--- config.mk ---
export PLATFORM = sky130hd
export DESIGN_NAME = exp_range_reduce
export DESIGN_NICKNAME = d
export VERILOG_FILES = /design/src/rtl/exp_pkg.sv /design/src/rtl/exp_range_reduce_pipe_stage.sv /design/src/rtl/exp_range_reduce.sv
export SDC_FILE = /design/constraint.sdc
export NUM_CORES = 1
export LEC_CHECK = 0
export ABC_CLOCK_PERIOD_IN_PS = 7370
export BUFFER_PORTS_ARGS = -buffer_cell sky130_fd_sc_hd__buf_2
export CORE_ASPECT_RATIO = 0.6
export CORE_UTILIZATION = 48
export DETAILED_ROUTE_END_ITERATION = 8
export MAX_ROUTING_LAYER = met4
export PLACE_DENSITY = 0.67
export SYNTH_ARGS = -nofsm -noshare
export SYNTH_HDL_FRONTEND = slang
export SYNTH_HIERARCHICAL = 1
export SYNTH_SLANG_ARGS = --single-unit
--- constraint.sdc ---
create_clock -name clk -period 7.37 [get_ports clk]
set_input_delay 0.737 -clock clk [delete_from_list [all_inputs] [get_ports clk]]
set_output_delay 0.737 -clock clk [all_outputs]
set_load 0.05 [all_outputs]
--- src/rtl/exp_pkg.sv ---
// Types and constants shared between range reduction and the exp series stage.
package exp_pkg;

  localparam int unsigned FRAC_BITS = 16;
  localparam int unsigned LN2_Q     = 45426;  // ln2 in Q0.16
  localparam int unsigned INV_LN2_Q = 94548;  // 1/ln2 in Q1.16

  typedef logic signed [23:0] fixed_t;   // Q8.16
  typedef logic signed [8:0]  exp_k_t;   // integer exponent k
  typedef logic signed [41:0] prod_t;    // x * INV_LN2_Q, Q.32

  typedef struct packed {
    fixed_t x;
    prod_t  p;
  } s1_t;

  typedef struct packed {
    exp_k_t k;
    fixed_t r;
  } s2_t;

endpackage

--- src/rtl/exp_range_reduce_pipe_stage.sv ---
// Generic valid/ready register slice: loads when empty or when being drained.
module pipe_stage #(
  parameter int unsigned WIDTH = 8
) (
  input  logic             clk,
  input  logic             rst_n,
  input  logic             in_valid,
  output logic             in_ready,
  input  logic [WIDTH-1:0] in_data,
  output logic             out_valid,
  input  logic             out_ready,
  output logic [WIDTH-1:0] out_data
);

  logic             valid;
  logic [WIDTH-1:0] data;

  assign in_ready  = !valid || out_ready;
  assign out_valid = valid;
  assign out_data  = data;

  // Slice register: capture new data whenever the slot is free or emptying.
  always_ff @(posedge clk or negedge rst_n) begin
    if (!rst_n) begin
      valid <= 1'b0;
      data  <= '0;
    end else if (in_ready) begin
      valid <= in_valid;
      if (in_valid) begin
        data <= in_data;
      end
    end
  end

endmodule

--- src/rtl/exp_range_reduce.sv ---
// Range reduction for exp(X): X = k*ln2 + r, k = round(X/ln2), two-stage pipeline.
module exp_range_reduce #(
  parameter int unsigned FRAC_BITS = 16,
  parameter int unsigned INT_BITS  = 8
) (
  input  logic                                clk,
  input  logic                                rst_n,
  input  logic                                in_valid,
  output logic                                in_ready,
  input  logic signed [INT_BITS+FRAC_BITS-1:0] in_x,
  output logic                                out_valid,
  input  logic                                out_ready,
  output logic signed [8:0]                   out_k,
  output logic signed [INT_BITS+FRAC_BITS-1:0] out_r
);

  import exp_pkg::*;

  s1_t  s1_d;
  s1_t  s1_q;
  s2_t  s2_d;
  s2_t  s2_q;
  logic s1_valid;
  logic s2_ready;

  // Stage 1 input: full-width product x * (1/ln2), kept in Q.32.
  always_comb begin
    s1_d   = '0;
    s1_d.x = in_x;
    s1_d.p = prod_t'(in_x) * prod_t'(INV_LN2_Q);
  end

  // Stage 2 input: round-half-up k, then remainder r = x - k*ln2 at full width.
  always_comb begin
    s2_d   = '0;
    s2_d.k = exp_k_t'((s1_q.p + (prod_t'(1) <<< 31)) >>> 32);
    s2_d.r = fixed_t'(prod_t'(s1_q.x) - prod_t'(s2_d.k) * prod_t'(LN2_Q));
  end

  pipe_stage #(.WIDTH($bits(s1_t))) u_s1 (
    .clk       (clk),
    .rst_n     (rst_n),
    .in_valid  (in_valid),
    .in_ready  (in_ready),
    .in_data   (s1_d),
    .out_valid (s1_valid),
    .out_ready (s2_ready),
    .out_data  (s1_q)
  );

  pipe_stage #(.WIDTH($bits(s2_t))) u_s2 (
    .clk       (clk),
    .rst_n     (rst_n),
    .in_valid  (s1_valid),
    .in_ready  (s2_ready),
    .in_data   (s2_d),
    .out_valid (out_valid),
    .out_ready (out_ready),
    .out_data  (s2_q)
  );

  assign out_k = s2_q.k;
  assign out_r = s2_q.r;

endmodule

Word-level counts from Yosys, hierarchy flattened. Index checks and enable logic that the tools add are counted.

Output and inout port bits: 35. Bits in registers: 99. Input bits: 28. Word-level logic and storage cells: 14.

Multiply operators: 2. Reductions and logical operators: 6. Add/subtract/negate cells: 2.

Operator list (count): $add A41 B33 Y41 const B (1); $mul A24 B16 Y40 const B (1); $sub A24 B24 Y24 (1); $mul A9 B16 Y23 const B (1); $reduce_and A2 Y1 (2); $logic_not A1 Y1 (2); $logic_or A1 B1 Y1 (2).

Longest topological paths before layout. Gate-level depths: netlist (run 1).

Depth after elaboration: 4. Mapped depth: 31. Mapped depth without buffers: 30.

Hierarchy. Netlist (run 1), hierarchy kept.

Modules (own cells, without submodules): exp_range_reduce (cells an instance 1287, sequential area each 0.0 um^2, area each 11160.7 um^2, instances 1); pipe_stage at u_s1 (cells an instance 143, sequential area each 1676.6 um^2, area each 2697.6 um^2, instances 1); pipe_stage at u_s2 (cells an instance 73, sequential area each 850.8 um^2, area each 1427.6 um^2, instances 1).

Least setup slack after synthesis (run 1). Ideal clock, no wire load.

Kind: register to register. From: register u_s1.data[33] (netlist: u_s1/out_data[33]). To: register u_s2.data[23] (netlist: u_s2/out_data[23]). Library setup time: 0.125 ns. Data arrival time: 6.978 ns. Data required time: 7.245 ns. Stages on the path, launching flop included: 28. Slack: 0.266 ns. Period minus slack after synthesis: 7.104 ns. Cell sequence: dfrtp_1 > nand3_1 > nor2_1 > nand4_1 > xnor2_1 > inv_1 > fa_1 > fa_1 > fa_1 > inv_1 > fa_1 > ha_1 > ha_1 > a21o_1 > a21oi_1 > o21ai_1 > o31a_1 > a2111oi_0 > a311oi_1 > ha_1 > buf_1 > a21oi_1 > o211ai_1 > a211o_1 > a211oi_1 > nor3b_2 > xor2_1 > mux2_4.

RTL lines: start, declared (line exp_range_reduce_pipe_stage.sv:16) `logic [WIDTH-1:0] data;`; start signal, assigned (line exp_range_reduce_pipe_stage.sv:30) `data <= in_data;`; end signal, assigned (line exp_range_reduce_pipe_stage.sv:30); end, declared (line exp_range_reduce_pipe_stage.sv:16).

==> results of run 1 <==
[repair_timing]
| item | 4_1_cts | 5_1_grt |
|---|---|---|
| resized for setup | 3 | 13 |
| endpoints found under the setup margin | 1 | 2 |
| gates cloned | 0 | 0 |
| buffers inserted | 0 | 3 |
| pin swaps | 0 | 6 |
[how the worst max path moves through the flow]
| stage | cells past startpoint | end | slack, ns |
|---|---|---|---|
| 2_1_floorplan | 27 | u_s2/out_data[23]$_DFFE_PN0P_ | 0.27 |
| 3_3_place_gp | 27 | u_s2/out_data[23]$_DFFE_PN0P_ | 0.25 |
| 3_5_place_dp | 27 | u_s2/out_data[23]$_DFFE_PN0P_ | -0.01 |
| 4_1_cts | 27 | u_s2/out_data[23]$_DFFE_PN0P_ | 0.001 |
| 5_1_grt | 27 | u_s2/out_data[23]$_DFFE_PN0P_ | -0.0004 |
| 6_report | 27 | u_s2/out_data[23]$_DFFE_PN0P_ | 0.28 |
[flip-flops by register name (all words and copies together) (netlist names)]
signal / flops
u_s2/out_valid: 1
u_s2/out_data: 33
u_s1/out_valid: 1
u_s1/out_data: 34
[layout by cell type (no fill, tap or decap), drive strengths merged, types with 4 or more instances in the layout]
master  instances
a211o           4
a211oi          7
a21o           32
a21oi          69
a221oi          4
a311oi          4
a31oi           8
and2            4
and3           12
buf            77
clkbuf         10
dfrtp          69
fa            165
ha            252
inv           337
mux2           67
mux2i           4
nand2          47
nand2b          9
nand3          25
nand4          14
nor2           31
nor2b           8
o211ai          9
o21a            5
o21ai          30
o21bai          9
or2             5
xnor2          56
xor2           17
[stage by stage]
step	worst slack, ns	util, %	cell area (µm²)	instances	hold slack, ns
after floorplan	0.266	-	13600	1370	0.441
after global placement	0.249	51.4	14200	1780	0.492
after detailed placement	-0.0116	51.4	14200	1780	0.493
after CTS	0.00111	52.6	14600	1796	0.512
after global routing	-0.000353	52.9	14700	1799	0.527
final	0.277	52.9	14700	1799	0.506
[cell type report]
type	instances	area, µm²
clock inverters	6	93.8
fillers	2428	13000
repair buffers	77	425
flip-flops and latches	69	1730
clock buffers	10	239
multi-input cells	933	10500
well taps	367	459
inverters	337	1260
[layer usage]
| metal | share of wire, % | routed length, µm | GRT usage [%] |
|---|---|---|---|
| met1 | 55 | 17000 | 37.1 |
| met2 | 39 | 12100 | 31.3 |
| met3 | 4.4 | 1350 | 3.66 |
| met4 | 0.82 | 251 | 3.36 |
| met5 | 0 | 0 | - |
==> results.txt, run 1 <==
----------------------------------------------------
[Clock network]
  CTS sink cnt ... a little under 70
  Cts bufs inserted ... 9
  Clock root buffer ... clkbuf_16
  Longest Clk Path Bufs ... 2
  Clock network latency to the later pin of the worst-skew pair ... approximately 0.36 ns
  Post-CTS Hold Fix Bufs ... 0
  # H-tree levels ... 3
  Clock tree from TritonCTS ... yes
  CTS clk-pin slew, worst paths ... ~0.060 ns

[Die]
  IO Count ... between 60 and 70
  Overall die area ... ~29000 µm²
  Core ar. ... ~28000 µm²
  Width of the die ... 219 µm
  Row count ... between 40 and 50
  Die boundary height ... roughly 130 µm
  Effective utilization at floorplan ... 49.2%

[Setup path]
  Delay of the slowest critical-path stage ... 0.52 ns
  Start-to-end type of the worst setup path ... reg2reg
  Startpoint of the worst register-to-register path ... u_s1/out_data[33]$_DFFE_PN0P_
  Data required time of the critical path ... about 7.6 ns
  Maximum fanout count along the critical path ... 8
  Cell count of the worst reg-to-reg path ... 27
  Worst r2r dst ... u_s2/out_data[23]$_DFFE_PN0P_
  Cell with the most instances on the worst path ... fa_1
  FF-to-FF setup slack ... ~0.28 ns
  Worst setup path start ... u_s1/out_data[33]$_DFFE_PN0P_
  Critical Path Slowest Stage Cell ... fa_1
  Critical path's top delay family ... adder cells
  Count of buffering cells on the critical path with inverters included ... 1
  Data arrival, critical path ... about 7.3 ns
  Type of origin of the critical path ... flip-flop
  Type of element capturing the critical path ... flip-flop

[Synth]
  Syn. warnings ... 6
  Synth Instances ... approximately 1.4k
  Avg Cell Area, Syn ... between 9 and 10 µm²
  Mapped Area ... 13600 µm²
  Post-Syn Nets ... ~1.8k

[GRT]
  Initial antenna violation count ... 0
  Global-route wire length before repair ... ~51000 µm
  Number of global-route vias before repair ... 9429
  Maximum number of pins on one net before global-route repair ... 70
  Remaining global-route overflow ... 0
  Total routing usage reported by global routing ... around a quarter

[Detailed routing]
  DRT iter0 DRCs ... just under 700
  Routed WL per cell ... 17.1 µm
  Total wirelength of the detailed-routed design ... 30700 µm
  Remaining antenna violation count after routing ... 0
  Pre-Repair DR Iteration Count ... 5
  Via count ... around 9.3k
  Remaining design rule violation count ... 0
  Detailed-route vias per instance ... roughly 5.2

[STA]
  Final critical-path share of the clock period ... 96.2%
  Slew at the pin with the worst max-slew slack ... between 0.9 and 1 ns
  Fmax ... around 140 MHz
  Hold Violations, Final ... 0
  Number of slew-limit violations in the final report ... 0
  Final setup viols ... 0
  Setup total negative slack ... 0 ns
  Worst setup skew after layout ... between 0.01 and 0.015 ns
  Min cycle time layout ... 7.09 ns
  Normalized max-slew margin ... around two fifths

[Place]
  Global placer's final weighted congestion ... 0.912
  I/O Buffers ... 62
  HPWL after detailed placement ... ~26000 µm

[Cells and area]
  Number of inserted diodes ... 0
  Layout Nets ... 1872
  Fraction of layout instances using a drive strength above 1 ... 13.5%
  P&R area growth vs syn ... 7.69%

[Outcome]
  Outcome ... finished, final reports clean

[Flow run]
  Maximum Capacitance Violations ... 0

[Worst hold path]
  Worst min-delay path class ... in2async

----------------------------------------------------
Power of run 1 is left out: the tool's default activity adds up to more than one toggle a clock period on the data nets, which glitch-free logic cannot reach.
==> inputs of run 2 (changes only) <==
- ABC_AREA: unset -> 1
- SYNTH_HIERARCHICAL: 1 -> unset
- TNS_END_PERCENT: unset -> 50
==> run 2 against run 1 <==
Compared with the run above: the flow now finishes with violations (design-rule violations); largest cell class unchanged; final cell count rose by 23%; fmax is 4.8% higher; clock-buffer cell count shrank 1; routed wire length increased by 14%.
==> results.txt, run 2 <==
----------------------------------------------------
[Clock network]
  Clock tree from TritonCTS ... yes
  Cts bufs inserted ... 9 (unchanged)
  Number of resized instances in the post-cts repair step ... 0 (-3)
  CTS sink cnt ... 69 (unchanged)
  # H-tree levels ... 3 (unchanged)
  Longest Clk Path Bufs ... 2 (unchanged)
  Buffer count from post-CTS setup fixing ... 0 (unchanged)
  CTS clk-pin slew, worst paths ... 0.06 ns (about the same)
  Clock root buffer ... clkbuf_16
  Clock network latency to the later pin of the worst-skew pair ... 0.35 ns (about the same)
  Post-CTS Hold Fix Bufs ... 0 (unchanged)

[GRT]
  Initial antenna violation count ... 0 (unchanged)
  Global-route wire length before repair ... 57100 µm (+12%)
  Number of global-route vias before repair ... 10.6k (+13%)
  Remaining global-route overflow ... 0 (unchanged)
  Maximum number of pins on one net before global-route repair ... 70 (unchanged)
  Total routing usage reported by global routing ... 26.1% (+2.7 points)

[Setup path]
  Worst setup path start ... u_s1.out_data[31]$_DFFE_PN0P_
  Startpoint of the worst register-to-register path ... u_s1.out_data[31]$_DFFE_PN0P_
  Type of origin of the critical path ... flip-flop
  Type of element capturing the critical path ... flip-flop
  Start-to-end type of the worst setup path ... reg2reg
  Maximum fanout count along the critical path ... 6 (-2)
  Delay of the slowest critical-path stage ... 0.56 ns (+0.04 ns)
  FF-to-FF setup slack ... 0.60 ns (+0.32 ns)
  Data arrival, critical path ... 7.01 ns (-0.33 ns)
  Data required time of the critical path ... 7.61 ns (about the same)
  Critical Path Slowest Stage Cell ... fa_1
  Cell with the most instances on the worst path ... nand2_1

[STA]
  Fmax ... 148 MHz (+4.8%)
  Min cycle time layout ... 6.77 ns (-0.325 ns)
  Worst setup skew after layout ... 0.00485 ns (-0.00555 ns)
  Number of slew-limit violations in the final report ... 0 (unchanged)
  Hold Violations, Final ... 0 (unchanged)
  Setup total negative slack ... 0 ns (unchanged)
  Hold slack final ... 0.479 ns (-0.0275 ns)
  Slew at the pin with the worst max-slew slack ... 0.937 ns (+0.0315 ns)
  Final setup viols ... 0 (unchanged)
  Setup repair after global routing missed its margin ... no
  Final critical-path share of the clock period ... 91.8% (-4.4 points)
  Normalized max-slew margin ... 37.6% (-2.1 points)

[Synth]
  Syn. warnings ... 0 (-6)
  Synth area leaders ... fa_1, ha_1, dfrtp_1
  Synth Instances ... 1775 (+30%)
  Library cell with the highest instance count after synthesis ... inv_1
  Commonest cells in the netlist ... inv_1, nand2_1, ha_1
  Number of enable-type register cells in the synthesized netlist ... 0
  Share of Yosys cell area claimed by the top area cell type ... 24.0%
  Cell type with the largest total area after synthesis ... fa_1
  Post-Syn Nets ... 2217 (+22%)
  Post-synthesis cell type count ... 39
  Register bit total from synthesis ... 69
  Share of flip-flops with an asynchronous set or reset ... between 90% and 100%
  Mapped Area ... 13800 µm² (+1.2%)
  Sequential element share of the synthesized area ... 12.5%
  Avg Cell Area, Syn ... 7.76 µm² (-22%)
  Post-synth top flop ... dfrtp_1

[Cells and area]
  Top library cells by usage in the layout, fill and taps aside ... inv_1, nand2_1, ha_1
  Number of flip-flops in the largest register ... 34 (unchanged)
  Post-route standard cell area excluding fillers ... 14800 µm² (+1.1%)
  Number of inserted diodes ... 0 (unchanged)
  Layout Nets ... 2281 (+22%)
  Most frequent standard cell in the layout excluding fill and tap cells ... inv_1
  P&R area growth vs syn ... 7.53%
  Fraction of layout instances using a drive strength above 1 ... 6.29% (-7.3 points)

[Detailed routing]
  DRT iter0 DRCs ... 1016 (+50%)
  Via count ... 11.3k (+21%)
  Total wirelength of the detailed-routed design ... 35100 µm (+14%)
  Remaining design rule violation count ... 7 (+7)
  Detailed-route vias per instance ... 5.09 (-1.6%)
  Pre-Repair DR Iteration Count ... 7 (+2)
  Remaining antenna violation count after routing ... 0 (unchanged)
  Routed WL per cell ... 15.9 µm (-7.0%)

[Die]
  Width of the die ... 221 µm (+0.61%)
  Overall die area ... 29400 µm² (+1.2%)
  IO Count ... 63 (unchanged)
  Core ar. ... 27900 µm² (+0.64%)
  Die boundary height ... 133 µm (+0.60%)
  Row count ... 47 (unchanged)
  Effective utilization at floorplan ... 49.4% (+0.29 points)

[Outcome]
  Outcome ... complete, but fails checks
  Failing checks ... design-rule violations

[Worst hold path]
  Worst min-delay path class ... reg2reg
  Launch instance of the worst min-delay path ... u_s2.out_data[23]$_DFFE_PN0P_

[Place]
  HPWL after detailed placement ... 30800 µm (+20%)
  I/O Buffers ... 62 (unchanged)
  Placed instance area ... 14500 µm² (+2.1%)
  Global placer's final weighted congestion ... 0.935 (+2.6%)

[Flow run]
  Maximum Capacitance Violations ... 0 (unchanged)

----------------------------------------------------
-- run 2: critical path, delay by kind of cell (launching register included) --
kind            cells  cell delay [ns]
buf+inv             7             0.72
flops               1             0.40
compound gates      2             0.33
simple gates       15             1.59
fa+ha+maj           8             3.38
xor+xnor            2             0.24
-- run 2: worst paths after layout --
path	end	cells past startpoint
worst max-delay path	u_s2.out_data[22]$_DFFE_PN0P_	34
worst min-delay path	u_s2.out_data[23]$_DFFE_PN0P_	2
worst max register to register	u_s2.out_data[22]$_DFFE_PN0P_	34
worst min register to register	u_s2.out_data[23]$_DFFE_PN0P_	2
max in group asynchronous	u_s2.out_data[30]$_DFFE_PN0P_	2
min in group asynchronous	u_s2.out_data[18]$_DFFE_PN0P_	2
-- run 2: final cells by class --
type | count | area [µm²]
Tap cell | 367 | 459
Multi-Input combinational cell | 1234 | 10300
Timing Repair Buffer | 68 | 355
Clock inverter | 7 | 65.1
Sequential cell | 69 | 1730
Inverter | 457 | 1720
Fill cell | 2748 | 13100
Clock buffer | 9 | 225
-- run 2: per-layer routing --
metal / up-vias / part of all wire (%) / global-route usage, %
li1: 5570 / - / -
met1: 5342 / 56 / 44.4
met2: 324 / 36 / 31.4
met3: 21 / 7.1 / 4.20
met4: 0 / 0.81 / 3.16
met5: - / 0 / -
-- run 2: through the flow --
stage,worst slack (ns),util [%],instances
detailed placement,0.623,52.1,2195
global route,0.0438,53.2,2211
global placement,0.766,52.1,2195
finish,0.602,53.2,2211
CTS,0.598,53.2,2211
floorplan,1.11,-,1775
-- run 2: logic make-up after synthesis --
| group | after synthesis | share of synthesized area [%] |
|---|---|---|
| fa+ha+maj | 414 | 46.6 |
| simple gates | 599 | 18.0 |
| compound gates | 176 | 7.06 |
| xor+xnor | 45 | 2.86 |
| buf+inv | 472 | 13.0 |
| flops | 69 | 12.5 |
Power of run 2 is left out for the same reason.
==> inputs of run 3 (changes only) <==
- BUFFER_PORTS_ARGS: -buffer_cell sky130_fd_sc_hd__buf_2 -> unset
- DONT_BUFFER_PORTS: unset -> 1
- PLACE_DENSITY: 0.67 -> 0.65
==> run 3 against run 2 <==
Compared with the run above: non-clock buffer count fell by 62; die area did not move; final cell count fell by 2.8%; worst hold slack got worse by 0.40 ns; setup slack improved by 0.0093 ns; the run still ends with design-rule violations left; highest routed layer unchanged; clock-buffer cell count did not move; global-route usage barely moved; via count fell by 2.5%; fmax rose by 0.14%.
==> results.txt, run 3 (synthesis results as in run 2) <==
----------------------------------------------------
[Outcome]
  Outcome ... complete, but fails checks
  Failing checks ... design-rule violations

[Clock network]
  CTS clk-pin slew, worst paths ... 0.06 ns (about the same)
  CTS sink cnt ... 69 (unchanged)
  Clock network latency to the later pin of the worst-skew pair ... 0.36 ns (about the same)
  # H-tree levels ... 3 (unchanged)
  Clock tree from TritonCTS ... yes
  Longest Clk Path Bufs ... 2 (unchanged)
  Cts bufs inserted ... 9 (unchanged)
  Clock root buffer ... clkbuf_16

[STA]
  Worst setup skew after layout ... 0.00715 ns (+0.00230 ns)
  Final critical-path share of the clock period ... 91.7% (-0.13 points)
  Fmax ... 148 MHz (+0.14%)
  Number of slew-limit violations in the final report ... 0 (unchanged)
  Setup total negative slack ... 0 ns (unchanged)
  Normalized max-slew margin ... 53.5% (+16 points)
  Hold slack final ... 0.0747 ns (-0.404 ns)
  Slew at the pin with the worst max-slew slack ... 0.697 ns (-0.240 ns)
  Hold Violations, Final ... 0 (unchanged)
  Setup repair after global routing missed its margin ... no
  Final setup viols ... 0 (unchanged)
  Min cycle time layout ... 6.76 ns (-0.00926 ns)

[Die]
  Core ar. ... 27900 µm² (unchanged)
  Width of the die ... 221 µm (unchanged)
  Effective utilization at floorplan ... 49.4% (unchanged)
  Die boundary height ... 133 µm (unchanged)
  IO Count ... 63 (unchanged)
  Row count ... 47 (unchanged)
  Overall die area ... 29400 µm² (unchanged)

[Setup path]
  Startpoint of the worst register-to-register path ... u_s1.out_data[31]$_DFFE_PN0P_
  FF-to-FF setup slack ... 0.61 ns (about the same)
  Maximum fanout count along the critical path ... 6 (unchanged)
  Cell count of the worst reg-to-reg path ... 34 (unchanged)
  Worst r2r dst ... u_s2.out_data[22]$_DFFE_PN0P_
  Type of origin of the critical path ... flip-flop
  Type of element capturing the critical path ... flip-flop
  Cell with the most instances on the worst path ... nand2_1
  Delay of the slowest critical-path stage ... 0.55 ns (about the same)
  Critical Path Slowest Stage Cell ... fa_1
  Data arrival, critical path ... 7.00 ns (about the same)
  Data required time of the critical path ... 7.61 ns (about the same)
  Start-to-end type of the worst setup path ... reg2reg

[Place]
  Global placer's final weighted congestion ... 0.937 (+0.21%)
  HPWL after detailed placement ... 31000 µm (+0.56%)
  I/O Buffers ... 0 (-100%)

[Detailed routing]
  Pre-Repair DR Iteration Count ... 8 (+1)
  Detailed route wirelength on metal3 ... 2900 µm (+16%)
  DRT iter0 DRCs ... 993 (-2.3%)
  Top metal layer carrying routed signals ... met4
  Remaining design rule violation count ... 7 (unchanged)
  Detailed-route vias per instance ... 5.11 (+0.36%)
  Via count ... 11.0k (-2.5%)
  Total wirelength of the detailed-routed design ... 35400 µm (+0.82%)
  Routed WL per cell ... 16.5 µm (+3.7%)
  Routed length on met1 ... 19500 µm (-1.0%)
  Remaining antenna violation count after routing ... 0 (unchanged)
  Wire length on met2 ... 12800 µm (+1.7%)

[Cells and area]
  P&R area growth vs syn ... 5.45%
  Layout Nets ... 2219 (-2.7%)
  Fill count ... 2689 (-2.1%)
  Fraction of layout instances using a drive strength above 1 ... 3.09% (-3.2 points)
  Number of flip-flops in the largest register ... 34 (unchanged)
  Number of inserted diodes ... 0 (unchanged)
  Most frequent standard cell in the layout excluding fill and tap cells ... inv_1
  Top library cells by usage in the layout, fill and taps aside ... inv_1, nand2_1, ha_1
  Final standard cell utilization of the core ... 52.1% (-1.0 points)

[Worst hold path]
  Worst min-delay path class ... in2async

[GRT]
  Number of global-route vias before repair ... 10.5k (-1.7%)
  Maximum number of pins on one net before global-route repair ... 70 (unchanged)
  Remaining global-route overflow ... 0 (unchanged)
  Initial antenna violation count ... 0 (unchanged)
  Total routing usage reported by global routing ... 26.0% (-0.046 points)
  Global-route wire length before repair ... 56800 µm (-0.47%)

[Flow run]
  Maximum Capacitance Violations ... 0 (unchanged)

----------------------------------------------------
==> run 3: worst max-delay path by stage <==
stage / depth (start not counted) / end / slack [ns] / startpoint
2_1_floorplan: 33 / u_s2.out_data[22]$_DFFE_PN0P_ / 1.11 / u_s1.out_data[31]$_DFFE_PN0P_
3_3_place_gp: 34 / u_s2.out_data[22]$_DFFE_PN0P_ / 0.80 / u_s1.out_data[31]$_DFFE_PN0P_
3_5_place_dp: 34 / u_s2.out_data[22]$_DFFE_PN0P_ / 0.59 / u_s1.out_data[31]$_DFFE_PN0P_
4_1_cts: 34 / u_s2.out_data[22]$_DFFE_PN0P_ / 0.53 / u_s1.out_data[31]$_DFFE_PN0P_
5_1_grt: 34 / u_s2.out_data[22]$_DFFE_PN0P_ / 0.12 / u_s1.out_data[31]$_DFFE_PN0P_
6_report: 34 / u_s2.out_data[22]$_DFFE_PN0P_ / 0.61 / u_s1.out_data[31]$_DFFE_PN0P_
==> run 3: critical path, delay by kind of cell (launching register included) <==
kind	cells	cell delay, ns
adder cells (fa/ha/maj)	8	3.35
AND/OR/NAND/NOR	15	1.62
XOR/XNOR	2	0.23
flip-flops	1	0.40
AO/OA/AOI/OAI	2	0.33
buffers and inverters	7	0.73
==> run 3: through the flow <==
stage / std cells / instance area [µm²] / setup slack (ns)
finish: 2149 / 14500 / 0.611
global route: 2149 / 14500 / 0.122
CTS: 2149 / 14500 / 0.535
detailed placement: 2133 / 14200 / 0.589
global placement: 2133 / 14200 / 0.800
floorplan: 1775 / 13800 / 1.11
==> run 3: per-layer routing <==
metal / vias to the layer above / GRT usage [%]
met1: 5223 / 43.5
met4: 0 / 2.25
met5: - / -
met3: 15 / 5.82
met2: 308 / 31.5
li1: 5435 / -
==> run 3: timing repair <==
action | 4_1_cts | 5_1_grt
buffers inserted | 0 | 0
hold buffers | 0 | 0
gates resized for setup | 0 | 1
endpoints found under the setup margin | 0 | 1
==> run 3: area by class of cell <==
cell class              instances  area, µm²  area share [%]
repair buffers                  6       45.0           0.310
clock buffers                   9        225            1.55
clock inverters                 7       83.8           0.577
multi-input cells            1234      10300            70.7
inverters                     457       1720            11.8
well taps                     367        459            3.16
flip-flops and latches         69       1730            11.9
Power of run 3 is left out for the same reason.
